`config.mk`:
```
export PLATFORM = sky130hd
export DESIGN_NAME = lc3_mem_access_flat
export DESIGN_NICKNAME = d
export VERILOG_FILES = /design/src/rtl/lc3_mem_access_if.sv /design/src/rtl/lc3_mem_access.sv /design/src/flat_wrapper.sv
export SDC_FILE = /design/constraint.sdc
export NUM_CORES = 1
export LEC_CHECK = 0
export ABC_CLOCK_PERIOD_IN_PS = 1890
export BUFFER_PORTS_ARGS = -buffer_cell sky130_fd_sc_hd__buf_2
export CAP_MARGIN = 15
export CORE_ASPECT_RATIO = 0.9
export CORE_MARGIN = 5
export CORE_UTILIZATION = 45
export DETAILED_ROUTE_END_ITERATION = 6
export GPL_ROUTABILITY_DRIVEN = 0
export PLACE_DENSITY = 0.89
export SYNTH_ARGS = -nofsm -noshare
export SYNTH_HDL_FRONTEND = slang
export SYNTH_SLANG_ARGS = --single-unit
```
`constraint.sdc`:
```
create_clock -name CLK -period 1.89 [get_ports CLK]
set_input_delay 0.378 -clock CLK [delete_from_list [all_inputs] [get_ports CLK]]
set_output_delay 0.378 -clock CLK [all_outputs]
set_load 0.02 [all_outputs]
```
`src/rtl/lc3_mem_access_if.sv`:
```
// Bundle of the LC-3 memory-access stage: control from the address stage,
// results to writeback, and the request/ready data-memory port.
interface lc3_mem_access_if;
  // Control: START is sampled only while BUSY=0; DONE pulses for one cycle.
  logic        START;
  logic [15:0] IR;
  logic [15:0] EA;
  logic [15:0] SR_DATA;
  logic        BUSY;
  logic        DONE;
  logic [15:0] LOAD_DATA;
  logic        N;
  logic        Z;
  logic        P;
  // Memory port: a transfer completes on the rising edge where MEM_REQ=1 and
  // MEM_RDY=1. While MEM_REQ=1 and MEM_RDY=0, MEM_ADDR/MEM_WE/MEM_WDATA hold.
  // MEM_REQ may drop without a handshake only on reset.
  logic        MEM_REQ;
  logic        MEM_WE;
  logic [15:0] MEM_ADDR;
  logic [15:0] MEM_WDATA;
  logic [15:0] MEM_RDATA;
  logic        MEM_RDY;
  logic [2:0]  dbg_state;

  modport slave (
    input  START, IR, EA, SR_DATA, MEM_RDATA, MEM_RDY,
    output BUSY, DONE, LOAD_DATA, N, Z, P,
           MEM_REQ, MEM_WE, MEM_ADDR, MEM_WDATA, dbg_state
  );

  modport master (
    output START, IR, EA, SR_DATA, MEM_RDATA, MEM_RDY,
    input  BUSY, DONE, LOAD_DATA, N, Z, P,
           MEM_REQ, MEM_WE, MEM_ADDR, MEM_WDATA, dbg_state
  );
endinterface

```
`src/rtl/lc3_mem_access.sv`:
```
// LC-3 memory-access stage: LD/LDI/LDR/ST/STI/STR/LEA over a request/ready
// port, with registered (Moore) outputs and N/Z/P generation for writeback.
module lc3_mem_access (
  input  logic             CLK,
  input  logic             RESET,
  lc3_mem_access_if.slave  bus
);

  typedef enum logic [2:0] {
    IDLE     = 3'd0,
    IND_RD   = 3'd1,
    DATA_RD  = 3'd2,
    DATA_WR  = 3'd3,
    COMPLETE = 3'd4
  } state_t;

  state_t      state_q, state_d;
  logic        is_store_q, is_store_d;
  logic        busy_q, busy_d;
  logic        done_q, done_d;
  logic [15:0] load_data_q, load_data_d;
  logic        n_q, n_d;
  logic        z_q, z_d;
  logic        p_q, p_d;
  logic        mem_req_q, mem_req_d;
  logic        mem_we_q, mem_we_d;
  logic [15:0] mem_addr_q, mem_addr_d;
  logic [15:0] mem_wdata_q, mem_wdata_d;
  logic        cc_load;
  logic [15:0] cc_val;

  always_comb begin
    state_d     = state_q;
    is_store_d  = is_store_q;
    done_d      = 1'b0;
    load_data_d = load_data_q;
    n_d         = n_q;
    z_d         = z_q;
    p_d         = p_q;
    mem_req_d   = mem_req_q;
    mem_we_d    = mem_we_q;
    mem_addr_d  = mem_addr_q;
    mem_wdata_d = mem_wdata_q;
    cc_load     = 1'b0;
    cc_val      = 16'h0000;

    case (state_q)
      IDLE: begin
        if (bus.START) begin
          case (bus.IR[15:12])
            4'b0010, 4'b0110: begin
              state_d    = DATA_RD;
              is_store_d = 1'b0;
              mem_req_d  = 1'b1;
              mem_we_d   = 1'b0;
              mem_addr_d = bus.EA;
            end
            4'b1010: begin
              state_d    = IND_RD;
              is_store_d = 1'b0;
              mem_req_d  = 1'b1;
              mem_we_d   = 1'b0;
              mem_addr_d = bus.EA;
            end
            // STI keeps its store data in the write-data register through the pointer read.
            4'b1011: begin
              state_d     = IND_RD;
              is_store_d  = 1'b1;
              mem_req_d   = 1'b1;
              mem_we_d    = 1'b0;
              mem_addr_d  = bus.EA;
              mem_wdata_d = bus.SR_DATA;
            end
            4'b0011, 4'b0111: begin
              state_d     = DATA_WR;
              is_store_d  = 1'b1;
              mem_req_d   = 1'b1;
              mem_we_d    = 1'b1;
              mem_addr_d  = bus.EA;
              mem_wdata_d = bus.SR_DATA;
            end
            4'b1110: begin
              state_d = COMPLETE;
              done_d  = 1'b1;
              cc_load = 1'b1;
              cc_val  = bus.EA;
            end
            default: ;
          endcase
        end
      end
      IND_RD: begin
        if (bus.MEM_RDY) begin
          mem_addr_d = bus.MEM_RDATA;
          if (is_store_q) begin
            state_d  = DATA_WR;
            mem_we_d = 1'b1;
          end else begin
            state_d = DATA_RD;
          end
        end
      end
      DATA_RD: begin
        if (bus.MEM_RDY) begin
          state_d   = COMPLETE;
          done_d    = 1'b1;
          mem_req_d = 1'b0;
          cc_load   = 1'b1;
          cc_val    = bus.MEM_RDATA;
        end
      end
      DATA_WR: begin
        if (bus.MEM_RDY) begin
          state_d   = COMPLETE;
          done_d    = 1'b1;
          mem_req_d = 1'b0;
          mem_we_d  = 1'b0;
        end
      end
      COMPLETE: state_d = IDLE;
      default:  state_d = IDLE;
    endcase

    if (cc_load) begin
      load_data_d = cc_val;
      n_d         = cc_val[15];
      z_d         = (cc_val == 16'h0000);
      p_d         = !cc_val[15] && (cc_val != 16'h0000);
    end

    busy_d = (state_d != IDLE);
  end

  always_ff @(posedge CLK) begin
    if (RESET) begin
      state_q     <= IDLE;
      is_store_q  <= 1'b0;
      busy_q      <= 1'b0;
      done_q      <= 1'b0;
      load_data_q <= 16'h0000;
      n_q         <= 1'b0;
      z_q         <= 1'b1;
      p_q         <= 1'b0;
      mem_req_q   <= 1'b0;
      mem_we_q    <= 1'b0;
      mem_addr_q  <= 16'h0000;
      mem_wdata_q <= 16'h0000;
    end else begin
      state_q     <= state_d;
      is_store_q  <= is_store_d;
      busy_q      <= busy_d;
      done_q      <= done_d;
      load_data_q <= load_data_d;
      n_q         <= n_d;
      z_q         <= z_d;
      p_q         <= p_d;
      mem_req_q   <= mem_req_d;
      mem_we_q    <= mem_we_d;
      mem_addr_q  <= mem_addr_d;
      mem_wdata_q <= mem_wdata_d;
    end
  end

  assign bus.BUSY      = busy_q;
  assign bus.DONE      = done_q;
  assign bus.LOAD_DATA = load_data_q;
  assign bus.N         = n_q;
  assign bus.Z         = z_q;
  assign bus.P         = p_q;
  assign bus.MEM_REQ   = mem_req_q;
  assign bus.MEM_WE    = mem_we_q;
  assign bus.MEM_ADDR  = mem_addr_q;
  assign bus.MEM_WDATA = mem_wdata_q;
  assign bus.dbg_state = state_q;

endmodule

```
`src/flat_wrapper.sv`:
```
// flat-port wrapper written by rule: the top's interface ports become plain ports
module lc3_mem_access_flat 
  (CLK, RESET, bus_START, bus_IR, bus_EA, bus_SR_DATA, bus_MEM_RDATA, bus_MEM_RDY, bus_BUSY, bus_DONE, bus_LOAD_DATA, bus_N, bus_Z, bus_P, bus_MEM_REQ, bus_MEM_WE, bus_MEM_ADDR, bus_MEM_WDATA, bus_dbg_state);
  lc3_mem_access_if bus_i ();
  input  logic CLK;
  input  logic RESET;
  input wire logic [$bits(bus_i.START)-1:0] bus_START;
  input wire logic [$bits(bus_i.IR)-1:0] bus_IR;
  input wire logic [$bits(bus_i.EA)-1:0] bus_EA;
  input wire logic [$bits(bus_i.SR_DATA)-1:0] bus_SR_DATA;
  input wire logic [$bits(bus_i.MEM_RDATA)-1:0] bus_MEM_RDATA;
  input wire logic [$bits(bus_i.MEM_RDY)-1:0] bus_MEM_RDY;
  output wire logic [$bits(bus_i.BUSY)-1:0] bus_BUSY;
  output wire logic [$bits(bus_i.DONE)-1:0] bus_DONE;
  output wire logic [$bits(bus_i.LOAD_DATA)-1:0] bus_LOAD_DATA;
  output wire logic [$bits(bus_i.N)-1:0] bus_N;
  output wire logic [$bits(bus_i.Z)-1:0] bus_Z;
  output wire logic [$bits(bus_i.P)-1:0] bus_P;
  output wire logic [$bits(bus_i.MEM_REQ)-1:0] bus_MEM_REQ;
  output wire logic [$bits(bus_i.MEM_WE)-1:0] bus_MEM_WE;
  output wire logic [$bits(bus_i.MEM_ADDR)-1:0] bus_MEM_ADDR;
  output wire logic [$bits(bus_i.MEM_WDATA)-1:0] bus_MEM_WDATA;
  output wire logic [$bits(bus_i.dbg_state)-1:0] bus_dbg_state;
  assign bus_i.START = bus_START;
  assign bus_i.IR = bus_IR;
  assign bus_i.EA = bus_EA;
  assign bus_i.SR_DATA = bus_SR_DATA;
  assign bus_i.MEM_RDATA = bus_MEM_RDATA;
  assign bus_i.MEM_RDY = bus_MEM_RDY;
  assign bus_BUSY = bus_i.BUSY;
  assign bus_DONE = bus_i.DONE;
  assign bus_LOAD_DATA = bus_i.LOAD_DATA;
  assign bus_N = bus_i.N;
  assign bus_Z = bus_i.Z;
  assign bus_P = bus_i.P;
  assign bus_MEM_REQ = bus_i.MEM_REQ;
  assign bus_MEM_WE = bus_i.MEM_WE;
  assign bus_MEM_ADDR = bus_i.MEM_ADDR;
  assign bus_MEM_WDATA = bus_i.MEM_WDATA;
  assign bus_dbg_state = bus_i.dbg_state;
  lc3_mem_access u_core (.CLK(CLK), .RESET(RESET), .bus(bus_i));
endmodule
```
==> results of run 1 <==
## worst paths after layout
check                                           to  cells past startpoint
max                      u_core.bus.Z$_SDFFE_PP1P_                      5
min          u_core.bus.MEM_WDATA[11]$_SDFFE_PP0P_                      3
max reg2reg              u_core.bus.Z$_SDFFE_PP1P_                      5
min reg2reg   u_core.bus.LOAD_DATA[7]$_SDFFE_PP0P_                      2
## per-layer routing
metal	vias to the layer above	part of all wire [%]
li1	1184	-
met1	1136	39
met2	99	49
met3	18	9.7
met4	0	2.4
met5	-	0
## area by class of cell
class                   count  area [um2]
well taps                  67        83.8
clock inverters             5         125
multi-input cells         181        1190
inverters                   3        11.3
flip-flops and latches     58        1160
fillers                   432        1880
clock buffers              11         141
repair buffers            126         688
## flip-flops by register name, indices dropped and copies added (netlist names)
| register | flops |
|---|---|
| u_core.bus.MEM_ADDR | 16 |
| u_core.bus.MEM_WDATA | 16 |
| u_core.bus.LOAD_DATA | 15 |
| u_core.bus.dbg_state | 3 |
| u_core.bus.BUSY | 1 |
| u_core.bus.DONE | 1 |
| u_core.bus.MEM_REQ | 1 |
| u_core.bus.MEM_WE | 1 |
| u_core.bus.N | 1 |
| u_core.bus.P | 1 |
| u_core.bus.Z | 1 |
| u_core.is_store_q | 1 |
## power breakdown
group          internal, mW  switching, mW  total [mW]
Combinational         0.204          0.308       0.511
Clock                  1.04          0.484        1.53
Sequential             1.29         0.0350        1.33
## layout by cell type (no fill, tap or decap), drive strengths merged, types with 2 or more instances in the layout
cell / count
buf: 126
dfxtp: 58
nor2: 38
mux2i: 32
a21oi: 25
nand2: 20
a211oi: 18
a22oi: 16
clkbuf: 11
nor4: 9
o21ai: 5
bufinv: 4
inv: 3
nand3b: 3
and2: 2
nand4: 2
## worst reg2reg max path, delay by kind of cell (launching register included)
kind | cells | cell delay, ns
and+or+nand+nor | 2 | 0.63
AOI/OAI and AO/OA | 2 | 0.39
DFF | 1 | 0.34
buffers and inverters | 1 | 0.29
## per-stage QoR
stage	area, um2	power [mW]	instances	worst slack [ns]
6_report	3400	3.37	451	0.146
2_1_floorplan	2470	1.65	261	0.258
3_3_place_gp	3140	1.84	435	0.204
5_1_grt	3400	3.49	451	0.0804
4_1_cts	3400	3.38	451	0.147
3_5_place_dp	3140	1.86	435	0.174
## logic make-up after synthesis
family | count (synthesis) | synth area share, %
AND/OR/NAND/NOR | 80 | 16.3
AO/OA/AOI/OAI | 69 | 18.9
flip-flops | 58 | 46.9
multiplexers | 32 | 12.9
buffers and inverters | 22 | 4.95
==> flow_results.org, run 1 <==
** Yosys
- In the synthesized netlist, the cells that appear most often are sky130_fd_sc_hd__dfxtp_1 (58), sky130_fd_sc_hd__nor2_1 (36), sky130_fd_sc_hd__mux2i_1 (32).
- Synthesis instantiated 36 different standard cells from the library.
- In this run the mean area of a mapped cell was 9.48 um2.
- Synthesized netlist net count :: 329
- The most common cell in the synthesized netlist is sky130_fd_sc_hd__dfxtp_1.
- In this run the cell area of the synthesized design comes to 2470 um2.
- Number of warnings reported in the yosys synthesis log :: 0
- Number of register bits inferred by synthesis :: 58
- Share of flip-flops with an asynchronous set or reset :: 0%
- The biggest area contributor in the post-synthesis netlist is sky130_fd_sc_hd__dfxtp_1.
- Ys flop type :: sky130_fd_sc_hd__dfxtp_1
- In the synthesized netlist, the number of instances is 261.
- In the post-synthesis netlist, the biggest area contributors are sky130_fd_sc_hd__dfxtp_1 (47%), sky130_fd_sc_hd__mux2i_1 (13%), sky130_fd_sc_hd__nor2_1 (5.5%), sky130_fd_sc_hd__a211oi_1 (5.2%), sky130_fd_sc_hd__a22oi_1 (4.9%).
- Yosys mapped a number of flops with a built-in enable equal to 0.
- Post-synth top area share :: between 40% and 50%
- Sequential fraction of the synthesis area :: a little under half

** Finish
- The area growth from synthesis to layout is 37.5%.
- Number of nets at the end of the flow :: 447
- Share of the core filled with cells in the final layout :: approximately 64%
- The post-route netlist has between 30 and 40% of its cells at a drive strength greater than 1.
- 0 antenna diodes ended up in the layout.

** GRT
- Global routing consumed, on the met3 layer, 8.10% of the routing resources.
- Met2 usage :: 34.1%
- Entering global routing, the biggest net connects 40 pins.
- Global Route Usage Sum :: 20.3%
- Antenna violations before repair :: 0
- The total overflow left after global routing is 0.
- Vias in the first global route :: 2342
- Global-route wire length before repair :: 11100 um
- For this run, global-route usage on met1 was measured as 22.9%.
- In this run the most used layer during global routing was met2.

** Floorplan
- Site row count :: 25
- The die covers 7080 um2.
- Die extent in x :: about 88 um
- Effective utilization at floorplan :: 46.8%
- Die Y-Extent :: between 80 and 90 um
- 126 I/O pins were placed.
- The region available for standard cell placement spans 5290 um2.

** Status
- Run status :: complete, no violations

** Setup path
- The number of buffers and inverters on the critical path is 1.
- In this run the worst path has a maximum fanout of 19.
- Slowest Stage Delay on Critical Path :: around 0.34 ns
- R2R setup slack :: 0.15 ns
- The critical path starts at u_core.bus.dbg_state[2]$_SDFF_PP0_.
- STA puts the critical path data required time at 2.11 ns.
- FF-to-FF Start :: u_core.bus.dbg_state[2]$_SDFF_PP0_
- The setup path with the least slack is of type register to register.
- Walking the worst path, the cells encountered are or2_4 > nor4_4 > buf_4 > a211oi_2 > a211o_1.
- Cell type of the slowest stage on the worst timing path :: sky130_fd_sc_hd__dfxtp_1
- The worst setup path is captured at a register.
- Delay-heaviest family, CP :: simple AND/OR/NAND/NOR gates
- Data arrival time of the critical path :: 1.97 ns
- The worst setup path is launched from a register.

** STA
- Final hold slack :: 0.272 ns
- Setup TNS :: 0 ns
- Maximum clock frequency :: 573 MHz
- Fin. Hold Viols :: 0
- Final Max Tran Viols :: 0
- For the finished layout, the period the worst path requires is ~1.7 ns.
- For the pin with the worst max-slew slack, the measured transition is 0.501 ns.
- In the finished design, the share of the clock period the worst path needs comes to 92.3%.
- Number of setup violations in the final report :: 0
- Setup repair after global routing missed its margin :: no
- Between clock sinks in the finished design, the worst skew comes to a little under 0.006 ns.
- Relative slew slack :: between 60% and 70%

** Power and ir drop
- Leak Pwr :: 1.62 nW
- Dividing total power by cell area gives a power density of roughly 990 nW/um2.
- Across the VDD grid, the largest voltage drop is 534 uV.

** Place
- Detailed placement ended at an HPWL of 5520 um.
- The count of buffers added on input and output ports is 113.

** Run
- Across the run, the number of max-cap violations was 0.

** Detailed routing
- Number of nets still failing antenna checks after routing :: 0
- The first TritonRoute pass finished after 4 iterations.
- After detailed routing, the number of remaining DRC violations is 0.
- The routed layout has 2437 vias.
- Vias per std cell :: 5.40
- Final wirelength :: a little over 7000 um
- Dividing the detail-routed wire length by the instance count gives between 15 and 20 um.
- Number of DRC markers after the initial detailed-route iteration :: 162

** Hold path
- Hold Path Origin :: bus_SR_DATA[11]
- Worst min-delay path class :: input pin to register

** Clock tree
- Master cell of the clock root buffer :: sky130_fd_sc_hd__clkbuf_8
- Clock latency at the later pin of the worst-skew pair :: 0.33 ns
- CTS built an H-tree with a depth of 3.
- The clock net in this run drives a total of 58 sinks.
- Buffers inserted to repair hold after CTS numbered 0.
- TritonCTS built the clock tree.
- Clock transition at the registers of the reported paths :: 0.07 ns
- In this run the deepest clock path goes through 2 buffers.
- Post-CTS setup buffer count :: 0
- Buffers inserted during clock tree synthesis total 9.
- Number of gates resized after CTS :: 0
(Power assumes the default switching activity.)
==> run 2: changes to the inputs <==
--- a/config.mk
+++ b/config.mk
@@ -10,10 +10,11 @@
 export CAP_MARGIN = 15
 export CORE_ASPECT_RATIO = 0.9
 export CORE_MARGIN = 5
-export CORE_UTILIZATION = 45
+export CORE_UTILIZATION = 47
+export CTS_BUF_LIST = sky130_fd_sc_hd__clkbuf_4 sky130_fd_sc_hd__clkbuf_8
 export DETAILED_ROUTE_END_ITERATION = 6
 export GPL_ROUTABILITY_DRIVEN = 0
-export PLACE_DENSITY = 0.89
+export PLACE_DENSITY = 0.92
 export SYNTH_ARGS = -nofsm -noshare
 export SYNTH_HDL_FRONTEND = slang
 export SYNTH_SLANG_ARGS = --single-unit
==> run 2 against run 1 <==
Register-to-register slack got worse by 0.02 ns. Routed wire length decreased by 0.94%. Sequential share of layout area rose by 0.82 points. First-iteration DRC count up 36%. Global-route usage grew 1.1 points. Via count is 1.3% lower. Hold slack better by 0.0050 ns. Critical endpoint unchanged. Highest routed layer unchanged.
==> flow_results.org, run 2 (same netlist as run 1, synthesis figures left out) <==
** Status
- Run status: complete, no violations (unchanged).

** Setup path
- Class of the most critical setup path :: register to register (unchanged)
- The critical path arrival came to 1.98 ns (was 1.97 ns).
- The maximum fanout along the worst path came to 19 (unchanged).
- The kind of launch point of the worst setup path is a register (unchanged).
- Endpoint kind of the worst setup timing path :: register (unchanged)
- Required time worst endpoint :: 2.11 ns (about the same)

** Place
- Area post-placement :: 3100 um2 (was 3140 um2)
- The total of buffers placed on input and output ports was 113 (unchanged).
- The detailed placement HPWL came to 5390 um (was 5520 um).

** Clock tree
- The insertion delay to the later sink of the worst-skew pair came to 0.33 ns (about the same).
- Master cell of the clock root buffer :: sky130_fd_sc_hd__clkbuf_8 (unchanged)
- Number of buffers between clock root and the deepest sink :: 2 (unchanged)
- The TritonCTS buffer count was 9 (unchanged).
- H-tree levels :: 3 (unchanged)
- Post-CTS setup buffer count :: 0 (unchanged)
- The post-cts hold buffer count came to 0 (unchanged).
- The post-CTS clock slew at the launch and capture registers of the worst setup and hold paths came to 0.07 ns (about the same).
- The total clock sinks was 58 (unchanged).
- The post-cts repair resize count came to 0 (unchanged).
- The CTS tree was yes (unchanged).

** GRT
- Overall overflow remaining after global route :: 0 (unchanged)
- Largest net degree at the start of global routing :: 37 (was 40)
- The via count of the first global-routing pass came to 2410 (was 2342).
- The first-pass GRT wire length is 11500 um (was 11100 um).
- The overall routing resource usage was 21.4% (was 20.3%).
- The number of antenna violations at the first check in global routing came to 0 (unchanged).

** Finish
- Fraction of final layout cells sized beyond drive strength 1 :: 38.7% (was 39.1%)
- Most common cell after layout, fill and taps aside :: sky130_fd_sc_hd__buf_2 (unchanged)
- Commonest cells after routing, fill and taps aside :: sky130_fd_sc_hd__buf_2 (113), sky130_fd_sc_hd__dfxtp_1 (58), sky130_fd_sc_hd__nor2_1 (36), sky130_fd_sc_hd__mux2i_1 (32), sky130_fd_sc_hd__a21oi_1 (23) (unchanged)
- Diodes inserted :: 0 (unchanged)
- The fill cell instance count of the final layout came to 445 (was 432).
- Area Overhead vs Synth :: 34.2% (was 37.5%)
- Final instance area :: 3320 um2 (was 3400 um2)
- Number of nets at the end of the flow :: 444 (was 447)

** Floorplan
- The I/O pin total came to 126 (unchanged).
- The core box area was 5190 um2 (was 5290 um2).
- Total Die Area :: 6820 um2 (was 7080 um2)
- The die extent in x came to 86.5 um (was 88.2 um).
- The chip height came to 78.8 um (was 80.4 um).
- The total number of placement rows was 25 (unchanged).
- The initial core utilization is 47.7% (was 46.8%).

** Power and ir drop
- The highest ir drop seen on vdd is 473 uV (was 534 uV).
- The total power density per cell area is 934 nW/um2 (was 989 nW/um2).
- Overall power after layout :: 3.10 mW (was 3.37 mW)
- Leak Pwr :: 1.57 nW (was 1.62 nW)

** STA
- The number of setup violations in the final report is 0 (unchanged).
- The achievable clock frequency came to 566 MHz (was 573 MHz).
- Fin. Hold Viols :: 0 (unchanged)
- Slew at the pin closest to its max-slew limit :: 0.691 ns (was 0.501 ns)
- The time the final worst path needs with I/O delays and setup came to 1.77 ns (was 1.74 ns).
- Setup repair after global routing missed its margin: no (unchanged).
- Setup TNS :: 0 ns (unchanged)
- The number of pins exceeding their max-slew limit in the final report is 0 (unchanged).
- Final hold slack :: 0.277 ns (was 0.272 ns)
- Relative slew slack :: 53.9% (was 66.6%)
- Final worst-path cycle share :: 93.4% (was 92.3%)
- Max Clock Skew :: 0.00484 ns (was 0.00578 ns)

** Detailed routing
- Final routed DRC violation total :: 0 (unchanged)
- Pre-antenna DRT Iters :: 5 (was 4)
- The routed length per instance is 16.0 um (was 16.1 um).
- Via count :: 2406 (was 2437)
- The detailed-route wire length came to 7170 um (was 7240 um).
- Vias per std cell :: 5.38 (was 5.40)
- The post-route antenna net violation count came to 0 (unchanged).
- Number of DRC markers after the initial detailed-route iteration :: 221 (was 162)

** Hold path
- Worst min-delay path class :: input pin to register (unchanged)

** Run
- Number of max-cap violations :: 0 (unchanged)
-- run 2: cell type report --
cell class | count | area [um2] | area share [%]
clock buffer | 11 | 145 | 4.37
clock inverter | 4 | 76.3 | 2.30
inverter | 3 | 11.3 | 0.339
multi-input combinational | 181 | 1190 | 35.9
sequential | 58 | 1160 | 35.0
tap | 67 | 83.8 | 2.52
timing repair buffer | 123 | 653 | 19.7
-- run 2: report_power, final --
part | leakage [nW] | switching (mW) | internal [mW] | total [mW]
registers | 0.472 | 0.0354 | 1.29 | 1.33
logic | 0.989 | 0.304 | 0.197 | 0.501
clock network | 0.109 | 0.485 | 0.788 | 1.27
total | 1.57 | 0.825 | 2.28 | 3.10
-- run 2: worst paths after layout --
check                                                      startpoint                                     to  slack, ns  cells after the start
worst min-delay path                                   bus_SR_DATA[7]   u_core.bus.MEM_WDATA[7]$_SDFFE_PP0P_       0.28                      3
worst max register to register     u_core.bus.dbg_state[2]$_SDFF_PP0_              u_core.bus.Z$_SDFFE_PP1P_       0.12                      5
worst max-delay path               u_core.bus.dbg_state[2]$_SDFF_PP0_              u_core.bus.Z$_SDFFE_PP1P_       0.12                      5
worst min register to register  u_core.bus.LOAD_DATA[13]$_SDFFE_PP0P_  u_core.bus.LOAD_DATA[13]$_SDFFE_PP0P_       0.46                      2
-- run 2: layer usage --
layer,vias to the layer above,part of all wire (%),track usage [%]
li1,1174,-,-
met1,1113,40,25.1
met2,103,50,35.1
met3,16,8.0,6.43
met4,0,2.8,10.9
met5,-,0,0
-- run 2: critical path: stages (launching register included) --
cell                       delay, ns
sky130_fd_sc_hd__dfxtp_1        0.35
sky130_fd_sc_hd__or2_4          0.30
sky130_fd_sc_hd__nor4_4         0.32
sky130_fd_sc_hd__buf_4          0.29
sky130_fd_sc_hd__a211oi_2       0.10
sky130_fd_sc_hd__a211o_1        0.29
-- run 2: stage by stage --
step	utilization, %	setup WS (ns)	cells
finish	64.0	0.124	447
global route	64.0	0.0605	447
CTS	64.0	0.117	447
detailed placement	59.7	0.0946	432
global placement	59.7	0.131	432
floorplan	-	0.258	261
